<file path="src/rtl/mul_man_arb_if.sv">
// Bundle between the lane front ends, the shared multiplier and the response consumer.
// The master side drives requests, mul_result and rsp_ready. The slave side is mul_man_arb.
interface mul_man_arb_if #(
    parameter int NUM_REQ = 4,
    parameter int OP_W    = 12,
    parameter int RES_W   = 16
);
    localparam int ID_W = $clog2(NUM_REQ);

    logic [NUM_REQ-1:0]      req_valid;
    logic [NUM_REQ-1:0]      req_ready;
    logic [NUM_REQ*OP_W-1:0] req_op1;
    logic [NUM_REQ*OP_W-1:0] req_op2;
    logic [OP_W-1:0]         mul_op1;
    logic [OP_W-1:0]         mul_op2;
    logic [RES_W-1:0]        mul_result;
    logic                    rsp_valid;
    logic                    rsp_ready;
    logic [ID_W-1:0]         rsp_id;
    logic [RES_W-1:0]        rsp_result;

    modport master (
        output req_valid, req_op1, req_op2, mul_result, rsp_ready,
        input  req_ready, mul_op1, mul_op2, rsp_valid, rsp_id, rsp_result
    );

    modport slave (
        input  req_valid, req_op1, req_op2, mul_result, rsp_ready,
        output req_ready, mul_op1, mul_op2, rsp_valid, rsp_id, rsp_result
    );
endinterface

</file>
<file path="src/rtl/mul_man_arb.sv">
// Round-robin share of one fixed-latency mantissa multiplier among NUM_REQ lanes.
// The design tracks in-flight tags and uses a credit-protected response FIFO.
// Ports: clk, rst (async, active-high), bus (mul_man_arb_if.slave: req_*, mul_*, rsp_*).
// Optional feature: MUL_ARB_STATS_EN adds stat_issue / stat_stall (32b, saturating).
module mul_man_arb #(
    parameter int NUM_REQ   = 4,
    parameter int OP_W      = 12,
    parameter int RES_W     = 16,
    parameter int MUL_LAT   = 1,
    parameter int RSP_DEPTH = 4
) (
    input  logic        clk,
    input  logic        rst,
`ifdef MUL_ARB_STATS_EN
    output logic [31:0] stat_issue,
    output logic [31:0] stat_stall,
`endif
    mul_man_arb_if.slave bus
);
    localparam int ID_W = $clog2(NUM_REQ);
    localparam int AW   = $clog2(RSP_DEPTH);
    localparam int CW   = $clog2(RSP_DEPTH + MUL_LAT + 2);

    logic [ID_W-1:0]              rr_ptr;
    logic [ID_W-1:0]              gnt_id;
    logic [ID_W-1:0]              cand;
    logic                         gnt;
    logic [NUM_REQ-1:0]           ready;
    logic [OP_W-1:0]              sel_op1;
    logic [OP_W-1:0]              sel_op2;
    logic [MUL_LAT:0]             tag_v;
    logic [MUL_LAT:0][ID_W-1:0]   tag_id;
    logic [CW-1:0]                inflight;
    logic [CW-1:0]                fifo_cnt;
    logic                         credit;
    logic [ID_W-1:0]              mem_id  [RSP_DEPTH];
    logic [RES_W-1:0]             mem_res [RSP_DEPTH];
    logic [AW-1:0]                wr_ptr;
    logic [AW-1:0]                rd_ptr;
    logic                         push;
    logic                         pop;
    logic                         full;
    logic                         rsp_v;

    // Every granted product occupies a slot from grant until it is popped.
    // A pop in the current cycle is not credited back.
    always_comb begin
        inflight = '0;
        for (int s = 0; s <= MUL_LAT; s++) begin
            inflight = inflight + CW'(tag_v[s]);
        end
    end

    assign credit = (fifo_cnt + inflight) < CW'(RSP_DEPTH);

    // The arbiter picks the first valid requester at or after rr_ptr.
    always_comb begin
        gnt    = 1'b0;
        gnt_id = '0;
        cand   = '0;
        for (int k = 0; k < NUM_REQ; k++) begin
            if (int'(rr_ptr) + k >= NUM_REQ) begin
                cand = ID_W'(int'(rr_ptr) + k - NUM_REQ);
            end else begin
                cand = ID_W'(int'(rr_ptr) + k);
            end
            if (credit && !rst && !gnt && bus.req_valid[cand]) begin
                gnt    = 1'b1;
                gnt_id = cand;
            end
        end
    end

    always_comb begin
        ready   = '0;
        sel_op1 = '0;
        sel_op2 = '0;
        for (int i = 0; i < NUM_REQ; i++) begin
            if (gnt && gnt_id == ID_W'(i)) begin
                ready[i] = 1'b1;
                sel_op1  = bus.req_op1[i*OP_W +: OP_W];
                sel_op2  = bus.req_op2[i*OP_W +: OP_W];
            end
        end
    end

    assign bus.req_ready = ready;

    assign push  = tag_v[MUL_LAT];
    assign full  = (fifo_cnt == CW'(RSP_DEPTH));
    assign rsp_v = (fifo_cnt != '0);
    assign pop   = rsp_v & bus.rsp_ready;

    always_ff @(posedge clk or posedge rst) begin
        if (rst) begin
            rr_ptr      <= '0;
            bus.mul_op1 <= '0;
            bus.mul_op2 <= '0;
            tag_v       <= '0;
            tag_id      <= '0;
            wr_ptr      <= '0;
            rd_ptr      <= '0;
            fifo_cnt    <= '0;
        end else begin
            if (gnt) begin
                rr_ptr <= (gnt_id == ID_W'(NUM_REQ - 1)) ? '0 : gnt_id + ID_W'(1);
            end
            bus.mul_op1 <= sel_op1;
            bus.mul_op2 <= sel_op2;
            tag_v       <= {tag_v[MUL_LAT-1:0], gnt};
            tag_id      <= {tag_id[MUL_LAT-1:0], gnt_id};
            if (push) begin
                wr_ptr <= wr_ptr + AW'(1);
            end
            if (pop) begin
                rd_ptr <= rd_ptr + AW'(1);
            end
            if (push && !pop) begin
                fifo_cnt <= fifo_cnt + CW'(1);
            end else if (!push && pop) begin
                fifo_cnt <= fifo_cnt - CW'(1);
            end
        end
    end

    // The storage array needs no reset because the outputs are gated by rsp_v.
    always_ff @(posedge clk) begin
        if (push) begin
            mem_id[wr_ptr]  <= tag_id[MUL_LAT];
            mem_res[wr_ptr] <= bus.mul_result;
        end
    end

    assign bus.rsp_valid  = rsp_v;
    assign bus.rsp_id     = rsp_v ? mem_id[rd_ptr]  : '0;
    assign bus.rsp_result = rsp_v ? mem_res[rd_ptr] : '0;

    a_no_overflow: assert property (
        @(posedge clk) disable iff (rst) !(push && full && !pop)
    );

`ifdef MUL_ARB_STATS_EN
    always_ff @(posedge clk or posedge rst) begin
        if (rst) begin
            stat_issue <= '0;
            stat_stall <= '0;
        end else begin
            if (gnt && stat_issue != '1) begin
                stat_issue <= stat_issue + 32'd1;
            end
            if (|bus.req_valid && !gnt && stat_stall != '1) begin
                stat_stall <= stat_stall + 32'd1;
            end
        end
    end
`endif

endmodule
</file>
<file path="src/flat_wrapper.sv">
// flat-port wrapper written by rule: the top's interface ports become plain ports
module mul_man_arb_flat 
#(
    parameter int NUM_REQ   = 4,
    parameter int OP_W      = 12,
    parameter int RES_W     = 16,
    parameter int MUL_LAT   = 1,
    parameter int RSP_DEPTH = 4
)
  (clk, rst, bus_req_valid, bus_req_op1, bus_req_op2, bus_mul_result, bus_rsp_ready, bus_req_ready, bus_mul_op1, bus_mul_op2, bus_rsp_valid, bus_rsp_id, bus_rsp_result);
  mul_man_arb_if #(.NUM_REQ(NUM_REQ), .OP_W(OP_W), .RES_W(RES_W)) bus_i ();
  input  logic clk;
  input  logic rst;
  input wire logic [$bits(bus_i.req_valid)-1:0] bus_req_valid;
  input wire logic [$bits(bus_i.req_op1)-1:0] bus_req_op1;
  input wire logic [$bits(bus_i.req_op2)-1:0] bus_req_op2;
  input wire logic [$bits(bus_i.mul_result)-1:0] bus_mul_result;
  input wire logic [$bits(bus_i.rsp_ready)-1:0] bus_rsp_ready;
  output wire logic [$bits(bus_i.req_ready)-1:0] bus_req_ready;
  output wire logic [$bits(bus_i.mul_op1)-1:0] bus_mul_op1;
  output wire logic [$bits(bus_i.mul_op2)-1:0] bus_mul_op2;
  output wire logic [$bits(bus_i.rsp_valid)-1:0] bus_rsp_valid;
  output wire logic [$bits(bus_i.rsp_id)-1:0] bus_rsp_id;
  output wire logic [$bits(bus_i.rsp_result)-1:0] bus_rsp_result;
  assign bus_i.req_valid = bus_req_valid;
  assign bus_i.req_op1 = bus_req_op1;
  assign bus_i.req_op2 = bus_req_op2;
  assign bus_i.mul_result = bus_mul_result;
  assign bus_i.rsp_ready = bus_rsp_ready;
  assign bus_req_ready = bus_i.req_ready;
  assign bus_mul_op1 = bus_i.mul_op1;
  assign bus_mul_op2 = bus_i.mul_op2;
  assign bus_rsp_valid = bus_i.rsp_valid;
  assign bus_rsp_id = bus_i.rsp_id;
  assign bus_rsp_result = bus_i.rsp_result;
  mul_man_arb #(.NUM_REQ(NUM_REQ), .OP_W(OP_W), .RES_W(RES_W), .MUL_LAT(MUL_LAT), .RSP_DEPTH(RSP_DEPTH)) u_core (.clk(clk), .rst(rst), .bus(bus_i));
endmodule
</file>
<file path="config.mk">
export PLATFORM = sky130hd
export DESIGN_NAME = mul_man_arb_flat
export DESIGN_NICKNAME = d
export VERILOG_FILES = /design/src/rtl/mul_man_arb_if.sv /design/src/rtl/mul_man_arb.sv /design/src/flat_wrapper.sv
export SDC_FILE = /design/constraint.sdc
export NUM_CORES = 1
export LEC_CHECK = 0
export ABC_AREA = 1
export CAP_MARGIN = 5
export CORE_ASPECT_RATIO = 1.4
export CORE_UTILIZATION = 52
export CTS_CLUSTER_SIZE = 40
export DETAILED_ROUTE_END_ITERATION = 10
export GPL_TIMING_DRIVEN = 0
export PLACE_DENSITY = 0.87
export REMOVE_ABC_BUFFERS = 1
export SLEW_MARGIN = 20
export SYNTH_ARGS = -nofsm -noshare
export SYNTH_HDL_FRONTEND = slang
export SYNTH_SLANG_ARGS = --single-unit
</file>
<file path="constraint.sdc">
create_clock -name clk -period 7.6 [get_ports clk]
set_input_delay 0.76 -clock clk [delete_from_list [all_inputs] [get_ports clk]]
set_output_delay 0.76 -clock clk [all_outputs]
set_load 0.02 [all_outputs]
</file>
# Word-level counts from Yosys, hierarchy flattened
# Memory sizes are Yosys's and may differ from the RTL's.
# Index checks and enable logic that the tools add are counted.
# word_totals
wordCells,100
ram_bits,72
input_bits,119
reg_bits,39
n_memories,2
out_inout_bits,47
# memory_table
memory,depth,width,rd,rd_clocked_by_memory_dff,write_ports,line_no,source
u_core.mem_res,4,16,1,0,1,mul_man_arb.sv:37,logic [RES_W-1:0] mem_res [RSP_DEPTH];
u_core.mem_id,4,2,1,0,1,mul_man_arb.sv:36,logic [ID_W-1:0] mem_id [RSP_DEPTH];
# op_classes
mux,39
reduce_logical,23
order_cmp,9
eq_ne,3
n_bitwise,1
add_sub_neg,14
# ops
operator,n
two-way mux 12 bit,8
two-way mux 2 bit,10
two-way mux 16 bit,1
logical AND 1 bit,14
two-way mux 1 bit,14
"less-than comparator 2 x 3 -> 1 bit, second input constant",4
">= comparator 3 bit, second input constant",3
binary-select mux 1 bit (select 2 bit),4
"subtractor 2 x 1 -> 2 bit, second input constant",4
"adder 2 x 1 -> 2 bit, second input constant",3
"adder 2 x 2 -> 3 bit, second input constant",2
logical NOT 1 bit,6
two-way mux 3 bit,2
"== test 2 bit, second input constant",2
"adder 2 x 1 -> 3 bit, second input constant",1
"adder 3 x 1 -> 3 bit, second input constant",1
adder 3 bit,1
">= comparator 2 x 3 -> 1 bit, second input constant",1
"less-than comparator 3 bit, second input constant",1
nonzero test 3 bit,1
"subtractor 3 x 1 -> 3 bit, second input constant",1
adder 1 x 1 -> 2 bit,1
"== test 2 x 1 -> 1 bit, second input constant",1
logical NOT 2 bit,1
2 further kinds,2

# Depth between registers and ports, before layout
# Gate-level depths: netlist (run 1).
# logic_depth
depth_word,24
ltp_mapped,20
depth_no_buf,18

# Least setup slack after synthesis (run 1)
# Ideal clock, no wire load.
# synth_path
path_kind,input to output
start,in rst
end,out bus_req_ready[2]
path_stages,14
t_arrival_ns,3.323
slack_ns,3.517
required_ns,6.840
path_buffers,2
cell_sequence,inv_1 -> nand2_1 -> nor2_4 -> nand2_1 -> inv_1 -> nand2_1 -> o21ai_0 -> nor2_1 -> inv_1 -> ha_1 -> clkbuf_1 -> nand2_2 -> buf_4 -> inv_1
# synth_between
elab_chain_cells,19
elab_cells_between_ends,23
cone_classes,eq/ne: 1; mux: 9; reduce/logical: 13
# synth_lines
element,line_no,source
from (decl),flat_wrapper.sv:13,input logic rst;
logical NOT 1 bit (*),mul_man_arb.sv:67,if (credit && !rst && !gnt && bus.req_valid[cand]) begin
logical AND 1 bit (*),mul_man_arb.sv:67,
logical AND 1 bit,mul_man_arb.sv:67,
two-way mux 1 bit,mul_man_arb.sv:67,
logical NOT 1 bit,mul_man_arb.sv:67,
logical AND 1 bit (2 in a row),mul_man_arb.sv:67,
two-way mux 1 bit,mul_man_arb.sv:67,
logical NOT 1 bit,mul_man_arb.sv:67,
logical AND 1 bit (2 in a row),mul_man_arb.sv:67,
two-way mux 1 bit,mul_man_arb.sv:67,
logical NOT 1 bit,mul_man_arb.sv:67,
logical AND 1 bit (2 in a row),mul_man_arb.sv:67,
two-way mux 2 bit (*),mul_man_arb.sv:67,
net u_core.gnt_id[1],mul_man_arb.sv:25,logic [ID_W-1:0] gnt_id;
== test 2 bit (*),mul_man_arb.sv:79,if (gnt && gnt_id == ID_W'(i)) begin
logical AND 1 bit (*),mul_man_arb.sv:79,
two-way mux 1 bit (*),mul_man_arb.sv:79,
to (decl),flat_wrapper.sv:19,output wire logic [$bits(bus_i.req_ready)-1:0] bus_req_ready;
# The timed path passes the listed nets; every way through them passes the cells marked *.

# Worst setup path in the final report (run 1)
# Ends and elaborated chain as after synthesis.

==> results of run 1 <==
state kept, by name, summed over array words and instances (netlist names):
signal              flops
u_core.rd_ptr           2
u_core.bus.mul_op2     12
u_core.mem_id           8
u_core.fifo_cnt         3
u_core.wr_ptr           2
u_core.tag_id           4
u_core.mem_res         64
u_core.tag_v            2
u_core.rr_ptr           2
u_core.bus.mul_op1     12
worst register-to-register path, cell delays in order (launching register included):
cell	delay (ns)
dfrtp_1	0.49
ha_1	0.24
ha_1	0.27
nand3_1	0.09
nand3_1	0.09
nand2_1	0.08
nor2_4	0.18
nand2_1	0.14
inv_1	0.08
nand2_1	0.07
o21ai_0	0.17
nor2_1	0.10
inv_1	0.11
ha_1	0.84
nand2_2	0.59
nand3_1	0.25
nand2_1	0.07
nand2_1	0.07
worst max path at each step:
stage          from                to  slack, ns  depth (start not counted)
2_1_floorplan   rst  bus_req_ready[1]       3.12                         12
3_3_place_gp    rst  bus_req_ready[2]       1.21                         14
3_5_place_dp    rst  bus_req_ready[2]       2.02                         15
4_1_cts         rst  bus_req_ready[2]       2.02                         15
5_1_grt         rst  bus_req_ready[2]       1.68                         15
6_report        rst  bus_req_ready[2]       1.97                         15
power groups by stage:
stage	clock, uW	sequential, uW	combinational (uW)
2_1_floorplan	0	986	1140
3_3_place_gp	0	965	1760
3_5_place_dp	0	979	1860
4_1_cts	442	969	1870
5_1_grt	463	988	2080
6_report	436	970	1870
per-layer routing:
metal | part of all wire | global-route usage
met5 | 0.00062 | 0
met4 | 0.022 | 0.102
met3 | 0.10 | 0.0694
met2 | 0.51 | 0.475
met1 | 0.37 | 0.290
cell type report:
class	count	area, um2	area share
well taps	138	173	0.0225
clock buffers	10	229	0.0298
multi-input cells	435	2030	0.265
clock inverters	6	45.0	0.00587
repair buffers	167	1700	0.221
flip-flops and latches	111	3140	0.409
inverters	96	360	0.0469
through the flow:
| stage | hold slack (ns) | power [uW] |
|---|---|---|
| after floorplan | 0.331 | 2120 |
| after global placement | 0.334 | 2720 |
| after detailed placement | 0.351 | 2840 |
| after CTS | 0.367 | 3280 |
| after global routing | 0.367 | 3540 |
| final | 0.362 | 3280 |
kinds of logic (layout without fill, tap and decap cells):
family,after synthesis,after routing,share of synthesized area
XOR/XNOR,4,4,0.00613
flip-flops,111,111,0.549
adder cells (fa/ha/maj),12,12,0.0276
AND/OR/NAND/NOR,357,357,0.263
multiplexers,1,1,0.00197
buffers and inverters,134,279,0.0963
AO/OA/AOI/OAI,61,61,0.0554
layout by cell type, fill, tap and decap left out:
master           count
buf_12               1
inv_6                1
clkinv_1             3
xor2_1               2
clkinvlp_4           1
clkbuf_1             1
dfrtp_1             38
nor2_4               1
xnor2_1              2
inv_8                1
nand3_4              1
nand2_1            140
nor3_4               1
ha_1                10
buf_16               1
inv_2                4
nand2_2              2
edfxtp_1            72
clkdlybuf4s50_1    165
nand4_1              1
mux2_2               1
clkinv_4             1
clkbuf_16            9
fa_1                 1
inv_1               90
dfrtp_2              1
ha_2                 1
nor2_1             107
a21oi_1             21
nand3_1            104
o21ai_4              1
o21ai_0             39
clkinv_2             1
==> reports/qor.txt, run 1 <==
max cap viols -> 0
PD cells -> 427 nW/um2
most area-hungry cell type in the Yosys netlist -> edfxtp_1
syn avg cell area -> 8.40 um2
post-synth top area share -> 0.378
clk sink count -> 111
Layout area overhead -> 34.4%
Synth Instances -> 680
RSZ-0062 raised after global routing -> no
Core Area -> 10500 um2
Starting DRT DRC Count -> 284
number of global-route vias before repair -> 5014
DRT antenna net count -> 0
Design Area, Final -> 7680 um2
fraction of layout cells with a size suffix above 1 -> 0.0352
CTS Buf Count -> 9
FFs w/ async S/R, synth -> 0.351
Comb pwr share -> 0.571
DP HPWL -> 10000 um
clk_skew -> 0.00541 ns
Final Util -> 0.730
min-delay worst type -> flop to flop
most instantiated library cell after synthesis -> nand2_1
P_leak -> 0.00346 uW
switching share of power -> 0.460
cells on worst reg2reg path -> 17
Worst-Skew Late Latency -> 0.34 ns
net switching power figure -> 1510 uW
Top FF cell, synth -> edfxtp_1
number of diodes -> 0
num ports -> 166
Die ar. -> 11400 um2
WL per Instance -> 15.0 um
post-CTS resize count -> 0
Die W -> 90.6 um
Reg power frac -> 0.296
H-Tree Depth -> 3
Die H -> 126 um
synthesized area -> 5710 um2
Final GP Congestion -> 0.801
total track usage -> 0.262
Slew HR -> 0.300
first-pass GRT wire length -> 23400 um
number of fill cells in the layout -> 723
Final nets -> 951
final worst slack -> 1.97 ns
reg2reg start -> u_core.tag_v[1]
WHS Endpoint -> u_core.tag_id[2]
CP Capture Type -> primary output
Worst Setup Start Kind -> input pin
VDD IR-drop max -> 0.000334 V
Starting Density -> 0.543
Synth area leaders -> edfxtp_1 38%, dfrtp_1 17%, nand2_1 9.2%, nand3_1 9.1%, nor2_1 7.0%
cell family with most CP delay -> buffers and inverters
worst-margin pin slew -> 1.05 ns
Crit-path slowest cell -> ha_1
status -> finished clean
DP Worst Slack -> 2.02 ns
via total after detailed routing -> 5098
Post-Route WL -> 14400 um
DR DRC count -> 0
drt first pass iters -> 6
Setup TNS -> 0 ns
largest net degree at the start of global routing -> 81
worst hold start -> u_core.tag_id[0]
worst path buffer plus inverter count -> 7
setup bufs post-CTS -> 0
FMAX -> 178 MHz
Int Pwr -> 1770 uW
Seq/Total Area, Yosys -> 0.549
post-synth cell types -> 26
hold-fix buffer count after cts -> 0
critical path peak fanout -> 28
CP cell instances -> clkdlybuf4s50_1 > inv_2 > buf_12 > nand2_1 > nor2_4 > nand2_1 > inv_1 > nand2_1 > o21ai_0 > nor2_1 > inv_1 > ha_1 > nand2_2 > inv_1 > clkdlybuf4s50_1
WHS Path Cells -> 0
CP peak stage delay -> 0.84 ns
Tmin final -> 5.63 ns
RR Endpoint -> u_core.bus.mul_op2[2]
max-slew violation count -> 0
number of vias per cell -> 5.29
Crit path arrival time -> 4.87 ns
clock network power share -> 0.133
root buffer cell -> clkbuf_16
Synth top cells by count -> 140 x nand2_1, 107 x nor2_1, 104 x nand3_1, 91 x inv_1, 72 x edfxtp_1
R2R Setup Slk -> 3.61 ns
Max Buffers Root-to-Sink -> 2
number of hold violations in the final report -> 0
number of synthesized flops with an enable pin -> 72
CTS tree -> built
initial antenna violation count -> 1
final worst path period share -> 0.741
clock slew at reported path FFs -> 0.07 ns
Remaining Overflow, GRT -> 0
number of synthesized register bits -> 111
Port-buffer cells -> 165
final-report setup violation count -> 0
row cnt -> 44
Crit Path Category -> input pin to primary output
total placed instance area -> 7400 um2
non-filler instance count after layout -> 963
Worst Path Required -> 6.84 ns
count of yosys warnings during synthesis -> 0
number of cells after detailed placement -> 947
Power figures use the tool's default switching activity.
==> run 2, diff against run 1 <==
Settings changed: CORE_UTILIZATION 52 to 48, PLACE_DENSITY 0.87 to 0.81.
Clock period 7.6 ns to 5.9 ns, I/O delays scaled along.
==> reports/qor.txt, run 2 (synthesis results as in run 1) <==
Reg power frac -> 0.295
number of vias per cell -> 5.20
number of diodes -> 0
setup bufs post-CTS -> 0
met2 GRT Util -> 0.446
worst path buffer plus inverter count -> 4
CP peak stage delay -> 0.84 ns
max-slew violation count -> 0
root buffer cell -> clkbuf_16
Crit Path Category -> flop to primary output
Hold WS -> 0.358 ns
initial antenna violation count -> 1
most common cell after layout, fill and taps aside -> clkdlybuf4s50_1
Worst Path Required -> 5.31 ns
CP cell instances -> ha_1 > ha_1 > nand3_1 > nand3_1 > nand2_1 > nor2_4 > nand2_1 > inv_1 > nand2_1 > o21ai_0 > nor2_1 > inv_1 > ha_1 > nand2_2 > inv_1 > clkdlybuf4s50_1
clock network power share -> 0.132
R2R Setup Slk -> 1.94 ns
number of global-route vias before repair -> 5113
via total after detailed routing -> 5038
total track usage -> 0.244
Final nets -> 951
number of hold violations in the final report -> 0
first-pass GRT wire length -> 23400 um
clk sink count -> 111
drt first pass iters -> 5
row cnt -> 46
PD cells -> 551 nW/um2
num ports -> 166
Die H -> 131 um
WL per Instance -> 14.8 um
hold-fix buffer count after cts -> 0
Die ar. -> 12400 um2
GRT busiest layer -> met2
Largest register FFs -> 64
max cap viols -> 0
CTS tree -> built
top flop regs -> u_core.mem_res: 64 flops, u_core.bus.mul_op1: 12 flops, u_core.bus.mul_op2: 12 flops
DRT antenna net count -> 0
GRT met1 Usage -> 0.260
Max Buffers Root-to-Sink -> 2
H-Tree Depth -> 3
number of fill cells in the layout -> 889
Multi-input gate area -> 2030 um2
Starting Density -> 0.499
worst hold start -> u_core.tag_id[1]
Crit path arrival time -> 4.61 ns
worst-margin pin slew -> 1.07 ns
Levels on crit path -> 16
DR DRC count -> 0
Worst Setup Start Kind -> flop
Slew HR -> 0.285
Setup TNS -> 0 ns
cell family with most CP delay -> simple AND/OR/NAND/NOR gates
WHS Endpoint -> u_core.tag_id[3]
RSZ-0062 raised after global routing -> no
WHS Path Cells -> 0
grt met3 use -> 0.0718
Post-Route WL -> 14400 um
P_leak -> 0.00346 uW
sequential cell area -> 3140 um2
DP HPWL -> 10200 um
final worst path period share -> 0.881
Starting DRT DRC Count -> 267
Core Area -> 11500 um2
RR Endpoint -> u_core.bus.mul_op2[0]
largest net degree at the start of global routing -> 81
Design Area, Final -> 7690 um2
CP Capture Type -> primary output
Remaining Overflow, GRT -> 0
FMAX -> 192 MHz
Crit-path slowest cell -> ha_1
clk_skew -> 0.00811 ns
total placed instance area -> 7420 um2
Int Pwr -> 2280 uW
Final GP Congestion -> 0.851
CTS Buf Count -> 9
Comb pwr share -> 0.573
Port-buffer cells -> 165
net switching power figure -> 1960 uW
switching share of power -> 0.463
reg2reg start -> u_core.tag_v[1]
Worst-Skew Late Latency -> 0.34 ns
cells on worst reg2reg path -> 17
fraction of layout cells with a size suffix above 1 -> 0.0352
min-delay worst type -> flop to flop
Die W -> 94.2 um
Layout area overhead -> 34.7%
VDD IR-drop max -> 0.000444 V
Final Util -> 0.672
Tmin final -> 5.20 ns
clock slew at reported path FFs -> 0.07 ns
final-report setup violation count -> 0
status -> finished clean
post-CTS resize count -> 0
critical path peak fanout -> 25
Top reg by flops -> u_core.mem_res
commonest non-fill, non-tap cells in the layout -> 165 x clkdlybuf4s50_1, 140 x nand2_1, 107 x nor2_1
## run 2: changes by cell type in the layout (fill, tap and decap cells not counted)
cell	previous run	this run
buf_16	1	2
buf_12	1	0
## run 2: worst max path at each step
| stage | to | startpoint |
|---|---|---|
| 2_1_floorplan | bus_req_ready[1] | rst |
| 3_3_place_gp | bus_req_ready[2] | rst |
| 3_5_place_dp | bus_req_ready[2] | rst |
| 4_1_cts | bus_req_ready[2] | u_core.tag_v[1] |
| 5_1_grt | bus_req_ready[2] | u_core.tag_v[1] |
| 6_report | bus_req_ready[2] | u_core.tag_v[1] |
## run 2: cell type report
type | count | share of cell area
Sequential cell | 111 | 0.408
Clock inverter | 6 | 0.00585
Timing Repair Buffer | 167 | 0.222
Multi-Input combinational cell | 435 | 0.264
Clock buffer | 10 | 0.0298
Tap cell | 144 | 0.0234
Inverter | 96 | 0.0468
## run 2: worst reg2reg max path, delay by kind of cell, from the launching register on
| family | cells | cell delay [ns] |
|---|---|---|
| buffers and inverters | 2 | 0.18 |
| adder cells (fa/ha/maj) | 3 | 1.34 |
| AO/OA/AOI/OAI | 1 | 0.15 |
| AND/OR/NAND/NOR | 11 | 1.77 |
| flip-flops | 1 | 0.48 |
## run 2: per-layer routing
metal	wire (um)	up-vias
met2	7510	228
met5	12	-
li1	-	2454
met1	5280	2333
met4	212	2
met3	1370	21
## run 2: power groups by stage
stage                     clock network [uW]  logic [uW]  registers [uW]
after floorplan                            0        1470            1270
after global placement                     0        2290            1240
after detailed placement                   0        2430            1260
after CTS                                571        2440            1250
after global routing                     602        2700            1270
final                                    560        2430            1250
## run 2: per-stage QoR
step           setup slack (ns)  std cells  total power, uW
6_report                  0.704        969             4240
5_1_grt                   0.285        969             4570
4_1_cts                   0.650        969             4260
3_5_place_dp              0.678        953             3690
3_3_place_gp            -0.0732        951             3530
2_1_floorplan              1.76        642             2740
==> run 3, diff against run 2 <==
Settings changed: MAX_ROUTING_LAYER set to met4.
==> reports/qor.txt, run 3 (synthesis results as in run 1) <==
WL per Instance -> 15.0 um
Final nets -> 951
Worst-Skew Late Latency -> 0.34 ns
Die ar. -> 12400 um2
GRT busiest layer -> met2
PD cells -> 551 nW/um2
number of vias per cell -> 5.24
Layout area overhead -> 34.7%
Comb pwr share -> 0.573
H-Tree Depth -> 3
Design Area, Final -> 7700 um2
cells on worst reg2reg path -> 17
Largest register FFs -> 64
number of cells after detailed placement -> 953
FMAX -> 192 MHz
P_leak -> 0.00346 uW
Starting DRT DRC Count -> 290
CP cell instances -> ha_1 > ha_1 > nand3_1 > nand3_1 > nand2_1 > nor2_4 > nand2_1 > inv_1 > nand2_1 > o21ai_0 > nor2_1 > inv_1 > ha_1 > nand2_2 > inv_1 > clkdlybuf4s50_1
CTS tree -> built
number of global-route vias before repair -> 5108
root buffer cell -> clkbuf_16
switching share of power -> 0.463
max-slew violation count -> 0
grt met3 use -> 0.0694
Post-Route WL -> 14500 um
Hold WS -> 0.364 ns
Die W -> 94.2 um
GRT met1 Usage -> 0.265
top flop regs -> u_core.mem_res: 64 flops, u_core.bus.mul_op1: 12 flops, u_core.bus.mul_op2: 12 flops
CTS Buf Count -> 9
Crit-path slowest cell -> ha_1
min-delay worst type -> flop to flop
Top reg by flops -> u_core.mem_res
DP HPWL -> 10200 um
clk sink count -> 111
critical path peak fanout -> 25
initial antenna violation count -> 1
num ports -> 166
CP peak stage delay -> 0.83 ns
commonest non-fill, non-tap cells in the layout -> 165 x clkdlybuf4s50_1, 140 x nand2_1, 107 x nor2_1
Starting Density -> 0.499
final-report setup violation count -> 0
number of hold violations in the final report -> 0
drt first pass iters -> 4
first-pass GRT wire length -> 23400 um
total power -> 4250 uW
Crit path arrival time -> 4.63 ns
met2 GRT Util -> 0.448
Port-buffer cells -> 165
Slew HR -> 0.291
post-CTS resize count -> 0
R2R Setup Slk -> 1.92 ns
Int Pwr -> 2280 uW
total placed instance area -> 7420 um2
Max Buffers Root-to-Sink -> 2
max cap viols -> 0
Crit Path Category -> flop to primary output
status -> finished clean
net switching power figure -> 1970 uW
row cnt -> 46
worst-margin pin slew -> 1.06 ns
setup bufs post-CTS -> 0
clock network power share -> 0.133
Tmin final -> 5.22 ns
DR DRC count -> 0
Reg power frac -> 0.295
fraction of layout cells with a size suffix above 1 -> 0.0352
Die H -> 131 um
Remaining Overflow, GRT -> 0
DRT antenna net count -> 0
Core Area -> 11500 um2
RSZ-0062 raised after global routing -> no
Final Util -> 0.672
Worst Setup Start Kind -> flop
CP Capture Type -> primary output
clock slew at reported path FFs -> 0.07 ns
WHS Path Cells -> 0
final worst path period share -> 0.884
non-filler instance count after layout -> 970
hold-fix buffer count after cts -> 0
Worst Path Required -> 5.31 ns
via total after detailed routing -> 5078
VDD IR-drop max -> 0.000441 V
Final GP Congestion -> 0.865
largest net degree at the start of global routing -> 81
clk_skew -> 0.00727 ns
most common cell after layout, fill and taps aside -> clkdlybuf4s50_1
total track usage -> 0.251
[run 3: cell count changes in the layout (fill, tap and decap cells not counted), sizes merged]
cell and delta:
diode +1
[run 3: final cells by class]
cell class,instances,area [um2]
diodes,1,2.50
clock buffers,10,229
clock inverters,6,45.0
fillers,888,3760
inverters,96,360
multi-input cells,435,2030
flip-flops and latches,111,3140
well taps,144,180
repair buffers,167,1710
[run 3: power groups by stage]
stage,Sequential [uW],Clock (uW),Combinational (uW)
global placement,1240,0,2290
CTS,1250,571,2440
detailed placement,1260,0,2430
global route,1270,603,2700
floorplan,1270,0,1470
finish,1250,564,2430
[run 3: metal layers]
| layer | up-vias | part of all wire | wire length [um] |
|---|---|---|---|
| li1 | 2454 | - | - |
| met1 | 2364 | 0.38 | 5520 |
| met2 | 240 | 0.52 | 7590 |
| met3 | 20 | 0.086 | 1250 |
| met4 | 0 | 0.012 | 181 |
| met5 | - | 0 | 0 |
[run 3: stage by stage]
step                setup slack, ns  TNS [ns]
floorplan                      1.76         0
global placement            -0.0732    -0.104
detailed placement            0.678         0
CTS                           0.650         0
global route                  0.282         0
finish                        0.683         0
[run 3: final timing paths]
| check | start | endpoint |
|---|---|---|
| max in group asynchronous | rst | u_core.bus.mul_op1[1] |
| worst max-delay path | u_core.tag_v[1] | bus_req_ready[2] |
| worst min-delay path | u_core.tag_id[1] | u_core.tag_id[3] |
| worst max register to register | u_core.tag_v[1] | u_core.bus.mul_op2[0] |
| worst min register to register | u_core.tag_id[1] | u_core.tag_id[3] |
| min in group asynchronous | rst | u_core.rd_ptr[1] |
[run 3: critical path: cells and delay by family (launching register included)]
family                     cells  cell delay [ns]
AOI/OAI and AO/OA              1             0.17
buffers and inverters          4             0.95
and+or+nand+nor                8             1.35
DFF                            1             0.48
adders and majority gates      3             1.33
